`config.mk`:
```
export PLATFORM = sky130hd
export DESIGN_NAME = alu_mul_sequencer
export DESIGN_NICKNAME = d
export VERILOG_FILES = /design/src/rtl/alu_mul_sequencer.sv
export SDC_FILE = /design/constraint.sdc
export NUM_CORES = 1
export LEC_CHECK = 0
export CAP_MARGIN = 10
export CORE_MARGIN = 2
export CORE_UTILIZATION = 40
export CTS_CLUSTER_DIAMETER = 100
export DETAILED_ROUTE_END_ITERATION = 6
export GPL_ROUTABILITY_DRIVEN = 0
export MAX_ROUTING_LAYER = met4
export PLACE_DENSITY = 0.74
export RECOVER_POWER = 25
export SYNTH_ARGS = -nofsm -noshare
export SYNTH_HDL_FRONTEND = slang
export SYNTH_SLANG_ARGS = --single-unit
```
`constraint.sdc`:
```
create_clock -name clk -period 1.9 [get_ports clk]
set_input_delay 0.38 -clock clk [delete_from_list [all_inputs] [get_ports clk]]
set_output_delay 0.38 -clock clk [all_outputs]
set_load 0.02 [all_outputs]
```
`src/rtl/alu_mul_sequencer.sv`:
```
// Multi-cycle unsigned multiplier that borrows the shared ALU as its adder.
// Shift-and-add: one ALU ADD per RUN cycle, fixed DATA_WIDTH iterations,
// low DATA_WIDTH bits of the product returned through a valid/ready handshake.
module alu_mul_sequencer #(
  parameter int unsigned                DATA_WIDTH    = 32,
  parameter int unsigned                OPCODE_LENGTH = 4,
  parameter logic [OPCODE_LENGTH-1:0]   ALU_ADD_OP    = 4'b0010
) (
  input  logic                     clk,
  input  logic                     reset,
  input  logic                     in_valid,
  output logic                     in_ready,
  input  logic [DATA_WIDTH-1:0]    op_a,
  input  logic [DATA_WIDTH-1:0]    op_b,
  output logic                     out_valid,
  input  logic                     out_ready,
  output logic [DATA_WIDTH-1:0]    product,
  output logic                     busy,
  output logic [DATA_WIDTH-1:0]    alu_srca,
  output logic [DATA_WIDTH-1:0]    alu_srcb,
  output logic [OPCODE_LENGTH-1:0] alu_op,
  input  logic [DATA_WIDTH-1:0]    alu_result
);

  localparam int unsigned         CntW    = $clog2(DATA_WIDTH) + 1;
  localparam logic [CntW-1:0]     CntLast = CntW'(DATA_WIDTH - 1);

  typedef enum logic [1:0] {StIdle, StRun, StDone} state_e;

  state_e                  state_q, state_d;
  logic [DATA_WIDTH-1:0]   acc_q, acc_d;
  logic [DATA_WIDTH-1:0]   mcand_q, mcand_d;
  logic [DATA_WIDTH-1:0]   mplier_q, mplier_d;
  logic [CntW-1:0]         cnt_q, cnt_d;

  // State register; reset aborts any operation in flight.
  always_ff @(posedge clk) begin
    if (reset) begin
      state_q  <= StIdle;
      acc_q    <= '0;
      mcand_q  <= '0;
      mplier_q <= '0;
      cnt_q    <= '0;
    end else begin
      state_q  <= state_d;
      acc_q    <= acc_d;
      mcand_q  <= mcand_d;
      mplier_q <= mplier_d;
      cnt_q    <= cnt_d;
    end
  end

  // Next-state: latch operands on accept, one shift-and-add step per RUN cycle.
  always_comb begin
    state_d  = state_q;
    acc_d    = acc_q;
    mcand_d  = mcand_q;
    mplier_d = mplier_q;
    cnt_d    = cnt_q;
    unique case (state_q)
      StIdle: begin
        if (in_valid) begin
          mcand_d  = op_a;
          mplier_d = op_b;
          acc_d    = '0;
          cnt_d    = '0;
          state_d  = StRun;
        end
      end
      StRun: begin
        // ALU sum wraps at DATA_WIDTH bits, which gives the low half of the product.
        acc_d    = alu_result;
        mcand_d  = mcand_q << 1;
        mplier_d = mplier_q >> 1;
        cnt_d    = cnt_q + CntW'(1);
        if (cnt_q == CntLast) begin
          state_d = StDone;
        end
      end
      StDone: begin
        if (out_ready) begin
          state_d = StIdle;
        end
      end
      default: state_d = StIdle;
    endcase
  end

  // Outputs decoded from state; ALU inputs held at zero whenever not running.
  always_comb begin
    in_ready  = 1'b0;
    out_valid = 1'b0;
    busy      = 1'b0;
    product   = '0;
    alu_srca  = '0;
    alu_srcb  = '0;
    alu_op    = '0;
    unique case (state_q)
      StIdle: in_ready = 1'b1;
      StRun: begin
        busy     = 1'b1;
        alu_op   = ALU_ADD_OP;
        alu_srca = acc_q;
        alu_srcb = mplier_q[0] ? mcand_q : '0;
      end
      StDone: begin
        out_valid = 1'b1;
        product   = acc_q;
      end
      default: ;
    endcase
  end

endmodule
```
=== After elaboration in Yosys (flattened, before gate mapping) ===
Cells that the tools add are included.

* Add/sub/neg operators: 1
* Equal/unequal tests: 6
* Multiplexer cells: 20
* Reductions and logical operators: 4

{| class="wikitable"
|+ Operator list
! operator !! number
|-
| 2-to-1 mux 32 bit || 7
|-
| one-hot mux 32 bit (2 select lines) || 3
|-
| one-hot mux 6 bit (2 select lines) || 1
|-
| 2-to-1 mux 2 bit || 4
|-
| adder 6 x 1 -> 6 bit (second input constant) || 1
|-
| == test 6 x 5 -> 1 bit (second input constant) || 1
|-
| 2-to-1 mux 6 bit || 1
|-
| inequality test 2 bit (second input constant) || 3
|-
| one-hot mux 2 bit (3 select lines) || 1
|-
| 2-to-1 mux 1 bit || 3
|-
| AND reduction 3 bit || 1
|-
| == test 2 x 1 -> 1 bit (second input constant) || 1
|-
| == test 2 bit (second input constant) || 1
|-
| zero test 2 bit || 1
|-
| AND reduction 2 bit || 1
|-
| nonzero test 2 bit || 1
|}

* Bits in registers: 104
* Input bits: 100
* Output and inout port bits: 103

=== Longest topological paths before layout ===
* Word-level depth: 3
* Mapped depth: 7

=== Least setup slack after synthesis ===
Ideal clock, no wire load.

* Kind: register -> output
* From: register state_q[0]
* To: output alu_srca[22]
* Arrival time: 1.329 ns
* Required time: 1.520 ns
* Path slack: 0.191 ns
* Stages on the path, launching flop included: 6
* Buffers on the path: 2
* Path through: dfxtp_1 -> nand2b_1 -> buf_4 -> inv_4 -> clkbuf_1 -> and2_1

* Cells in the longest elaborated chain, start to end: 2

{| class="wikitable"
|+ Ends and longest elaborated chain
! item !! line !! RTL
|-
| start, declared || 30 || <nowiki>state_e state_q, state_d;</nowiki>
|-
| start signal, assigned || 39 || <nowiki>state_q <= StIdle;</nowiki>
|-
| start signal, assigned || 45 || <nowiki>state_q <= state_d;</nowiki>
|-
| == test 2 x 1 -> 1 bit || 98 || <nowiki>unique case (state_q)</nowiki>
|-
| 2-to-1 mux 32 bit || 98 ||
|-
| end, declared || 19 || <nowiki>output logic [DATA_WIDTH-1:0] alu_srca,</nowiki>
|}

Every way passes these cells.

=== Worst setup path in the final report ===
* From: register state_q[1]
* To: output alu_srca[2]

The elaborated chain is that of the path after synthesis.

==> summary.txt <==
Timing
  – Hold Vio Cnt, Final: 0
  – Minimum clock period after layout: 1890 ps
  – Final hold slack: 403 ps
  – Final cycle utilization of the critical path: 99.3%
  – Sum of negative setup slack: 0 ps
  – Total of endpoints with negative setup slack in the final report: 0
  – Maximum frequency from static timing analysis: 530 MHz
  – Unrepaired setup endpoints after global routing: true
  – Number of pins with negative max-slew slack in the final report: 0
  – Setup skew after layout: 6.21 ps

Detailed routing
  – Number of DRC violations after detailed routing: 0
  – Number of vias per cell: 5.15
  – Vias: 5223
  – Drt total wl: 15.8 mm
  – Average wire per standard cell: 15.6 um
  – Post-DRT Antenna Nets: 0
  – Drt initial violations: 374
  – First-pass detailed-route iteration total: 4

Clock tree
  – Clock-pin slew reported for the worst setup and hold paths after clock tree synthesis: 60 ps
  – Total number of clock tree sinks: 104
  – Maximum level of the CTS H-tree: 3
  – CTS Hold Buffers Added: 0
  – TritonCTS clock tree: yes
  – Cts bufs inserted: 9
  – Maximum root-to-sink buffer count: 2
  – Worst skew pair latency: 330 ps
  – Cell at the root of the clock tree: sky130_fd_sc_hd__clkbuf_16

Critical path
  – Cell count along the critical path: 5
  – Peak fanout along the critical path: 23
  – Reg2Reg Setup Slack: 100 ps
  – Crit path required time: 1520 ps
  – Kind of cell adding the most delay to the critical path: buffers and inverters
  – Critical path capture point: alu_srca[2]
  – Type of origin of the critical path: flip-flop
  – List of cells traversed by the critical path: nand2b_4, inv_8, buf_12, and2_1, clkdlybuf4s15_2
  – Critical path's largest stage delay: 320 ps
  – Sort of element at the end of the critical path: primary output
  – Number of buffers and inverters on the critical path: 3
  – R2r worst-path depth: 7
  – Critical register-to-register path endpoint: mcand_q[15]$_SDFFE_PP0P_
  – Critical path arrival: 1510 ps
  – Slowest CP cell: sky130_fd_sc_hd__dfxtp_2
  – Worst r2r src: state_q[1]$_SDFFE_PP0P_
  – Origin of the worst setup path: state_q[1]$_SDFFE_PP0P_
  – Crit Path Class: reg2out

Floorplan
  – Effective utilization at floorplan: 41.1%
  – DIE AREA: 13900 um^2
  – I/O pin count: 203
  – Vert. Die Dim: 118 um
  – Horizontal die dimension: 118 um
  – Standard-cell rows: 41
  – Area of the core: 12700 um^2

Cells and area
  – Storage cell area: 2090 um^2
  – Fill cell total of the finished layout: 1082
  – Inserted Diodes: 0
  – Multi-input combinational cell area: 2840 um^2
  – Share of layout cells above drive strength 1: 25.3%
  – Net count of the finished layout: 941
  – Syn-to-layout area delta: 50.0%
  – Most common cell after layout, fill and taps aside: sky130_fd_sc_hd__dfxtp_1
  – Highest-count cells in the layout ignoring fill and taps: sky130_fd_sc_hd__dfxtp_1 (102), sky130_fd_sc_hd__nor2_1 (100), sky130_fd_sc_hd__clkdlybuf4s50_1 (97)

Global routing
  – Number of antenna violations at the first check in global routing: 0
  – Pin count of the biggest net entering global routing: 69
  – Overall routing resource usage: 22.7%
  – First-pass GRT wire length: 25.6 mm
  – GR Overflow Total: 0
  – Number of global-route vias before repair: 5090

Synthesis
  – Post-synthesis sequential area ratio: 40.0%
  – Share of the synthesized area in the top cell type: 40.0%
  – Cells after synthesis: 657
  – Yosys cell types: 36
  – Avg Synthesized Cell Area: 7.92 um^2
  – Number of flip-flops and latches in the synthesized netlist: 104
  – Post-synthesis instance area: 5210 um^2
  – Yosys warnings: 0
  – Leading cell types by total area after synthesis: sky130_fd_sc_hd__dfxtp_1 (40%), sky130_fd_sc_hd__and2_1 (7.7%), sky130_fd_sc_hd__nor2_1 (7.2%)
  – Biggest area consumer among synthesized cells: sky130_fd_sc_hd__dfxtp_1

Flow run
  – Max Cap Viol: 0

Pwr
  – Worst VDD drop: 0.000488 V
  – Leak pwr: 0.00339 uW
  – Power density cells: 673 nW/um^2

Outcome
  – Status: finished, final reports clean

Placed design
  – DP Wirelength: 10.3 mm
  – Count of port buffers added during placement: 199

Min path
  – Hold WC Path Type: in2reg
-- registers in the layout (all words and copies together), names as in the netlist --
| signal | cells |
|---|---|
| state_q | 2 |
| mcand_q | 32 |
| acc_q | 32 |
| cnt_q | 6 |
| mplier_q | 32 |
-- cells in the mapped netlist --
cell,n
sky130_fd_sc_hd__nor3b_1,2
sky130_fd_sc_hd__a22oi_1,34
sky130_fd_sc_hd__nor2_1,100
sky130_fd_sc_hd__inv_4,1
sky130_fd_sc_hd__ha_1,1
sky130_fd_sc_hd__buf_1,3
sky130_fd_sc_hd__conb_1,1
sky130_fd_sc_hd__clkbuf_2,3
sky130_fd_sc_hd__buf_6,2
sky130_fd_sc_hd__o21bai_4,1
sky130_fd_sc_hd__a21oi_1,64
sky130_fd_sc_hd__and2_1,64
sky130_fd_sc_hd__buf_4,20
sky130_fd_sc_hd__clkbuf_1,28
sky130_fd_sc_hd__nand2_1,36
sky130_fd_sc_hd__o2bb2ai_1,1
sky130_fd_sc_hd__a211oi_2,1
sky130_fd_sc_hd__nand2b_1,33
sky130_fd_sc_hd__o211a_1,1
sky130_fd_sc_hd__inv_1,2
sky130_fd_sc_hd__buf_2,13
sky130_fd_sc_hd__nor2b_1,1
sky130_fd_sc_hd__o21ba_2,1
sky130_fd_sc_hd__o22ai_1,1
sky130_fd_sc_hd__and3_1,32
sky130_fd_sc_hd__a211oi_1,31
sky130_fd_sc_hd__nor3_1,34
sky130_fd_sc_hd__mux2_2,1
sky130_fd_sc_hd__or4_1,1
sky130_fd_sc_hd__or3b_2,23
sky130_fd_sc_hd__or3b_1,8
sky130_fd_sc_hd__dfxtp_1,104
sky130_fd_sc_hd__or3_1,2
sky130_fd_sc_hd__nand3_1,4
sky130_fd_sc_hd__nor4_1,1
sky130_fd_sc_hd__a31oi_1,2
-- through the flow --
step	power [uW]	worst slack, ps	cell area [um^2]	utilization, %	cells
3_3_place_gp	3450	-66.7	7420	58.5	993
5_1_grt	5500	-34.6	7810	61.6	1015
4_1_cts	5300	-28.8	7880	62.2	1016
2_1_floorplan	3040	191	5210	-	659
3_5_place_dp	3480	-122	7420	58.5	993
6_report	5250	13.6	7810	61.6	1015
-- area by class of cell --
cell class	instances	share of cell area, %
Clock buffer	11	2.98
Clock inverter	3	0.577
Inverter	3	0.240
Multi-Input combinational cell	483	36.4
Sequential cell	104	26.7
Tap cell	172	2.76
Timing Repair Buffer	239	30.4
-- logic make-up after synthesis --
kind of cell / synth area share (%)
other: 0.0720
buffers and inverters: 7.35
adders and majority gates: 0.240
AOI/OAI and AO/OA: 17.0
muxes: 0.216
and+or+nand+nor: 35.1
DFF: 40.0
-- layer usage --
metal	vias up	track usage, %	part of all wire [%]
li1	2601	-	-
met1	2414	29.2	45
met2	187	36.5	48
met3	21	4.02	5.4
met4	0	6.70	1.5
met5	-	-	0
-- how the worst min path moves through the flow --
stage | from | cells after the start | slack [ps] | end
3_5_place_dp | mplier_q[16]$_SDFFE_PP0P_ | 2 | 470 | mplier_q[16]$_SDFFE_PP0P_
5_1_grt | reset | 2 | 430 | cnt_q[0]$_SDFFE_PP0P_
6_report | reset | 2 | 400 | cnt_q[1]$_SDFFE_PP0P_
2_1_floorplan | mplier_q[10]$_SDFFE_PP0P_ | 2 | 460 | mplier_q[10]$_SDFFE_PP0P_
3_3_place_gp | mplier_q[12]$_SDFFE_PP0P_ | 2 | 470 | mplier_q[12]$_SDFFE_PP0P_
4_1_cts | reset | 2 | 400 | cnt_q[1]$_SDFFE_PP0P_
-- timing repair --
action / in CTS / in global routing
buffers inserted: 4 / 1
gates cloned: 5 / 1
resized for setup: 390 / 96
endpoints found under the setup margin: 100 / 91
-- where the power goes --
| group | internal, uW | leakage (uW) | total, uW | switching [uW] |
|---|---|---|---|---|
| combinational | 544 | 0.00240 | 1020 | 477 |
| sequential | 2340 | 0.000860 | 2450 | 108 |
| clock | 1010 | 0.000128 | 1790 | 778 |
| total | 3890 | 0.00339 | 5250 | 1360 |
Note: power is estimated with default switching activity, not from simulation.
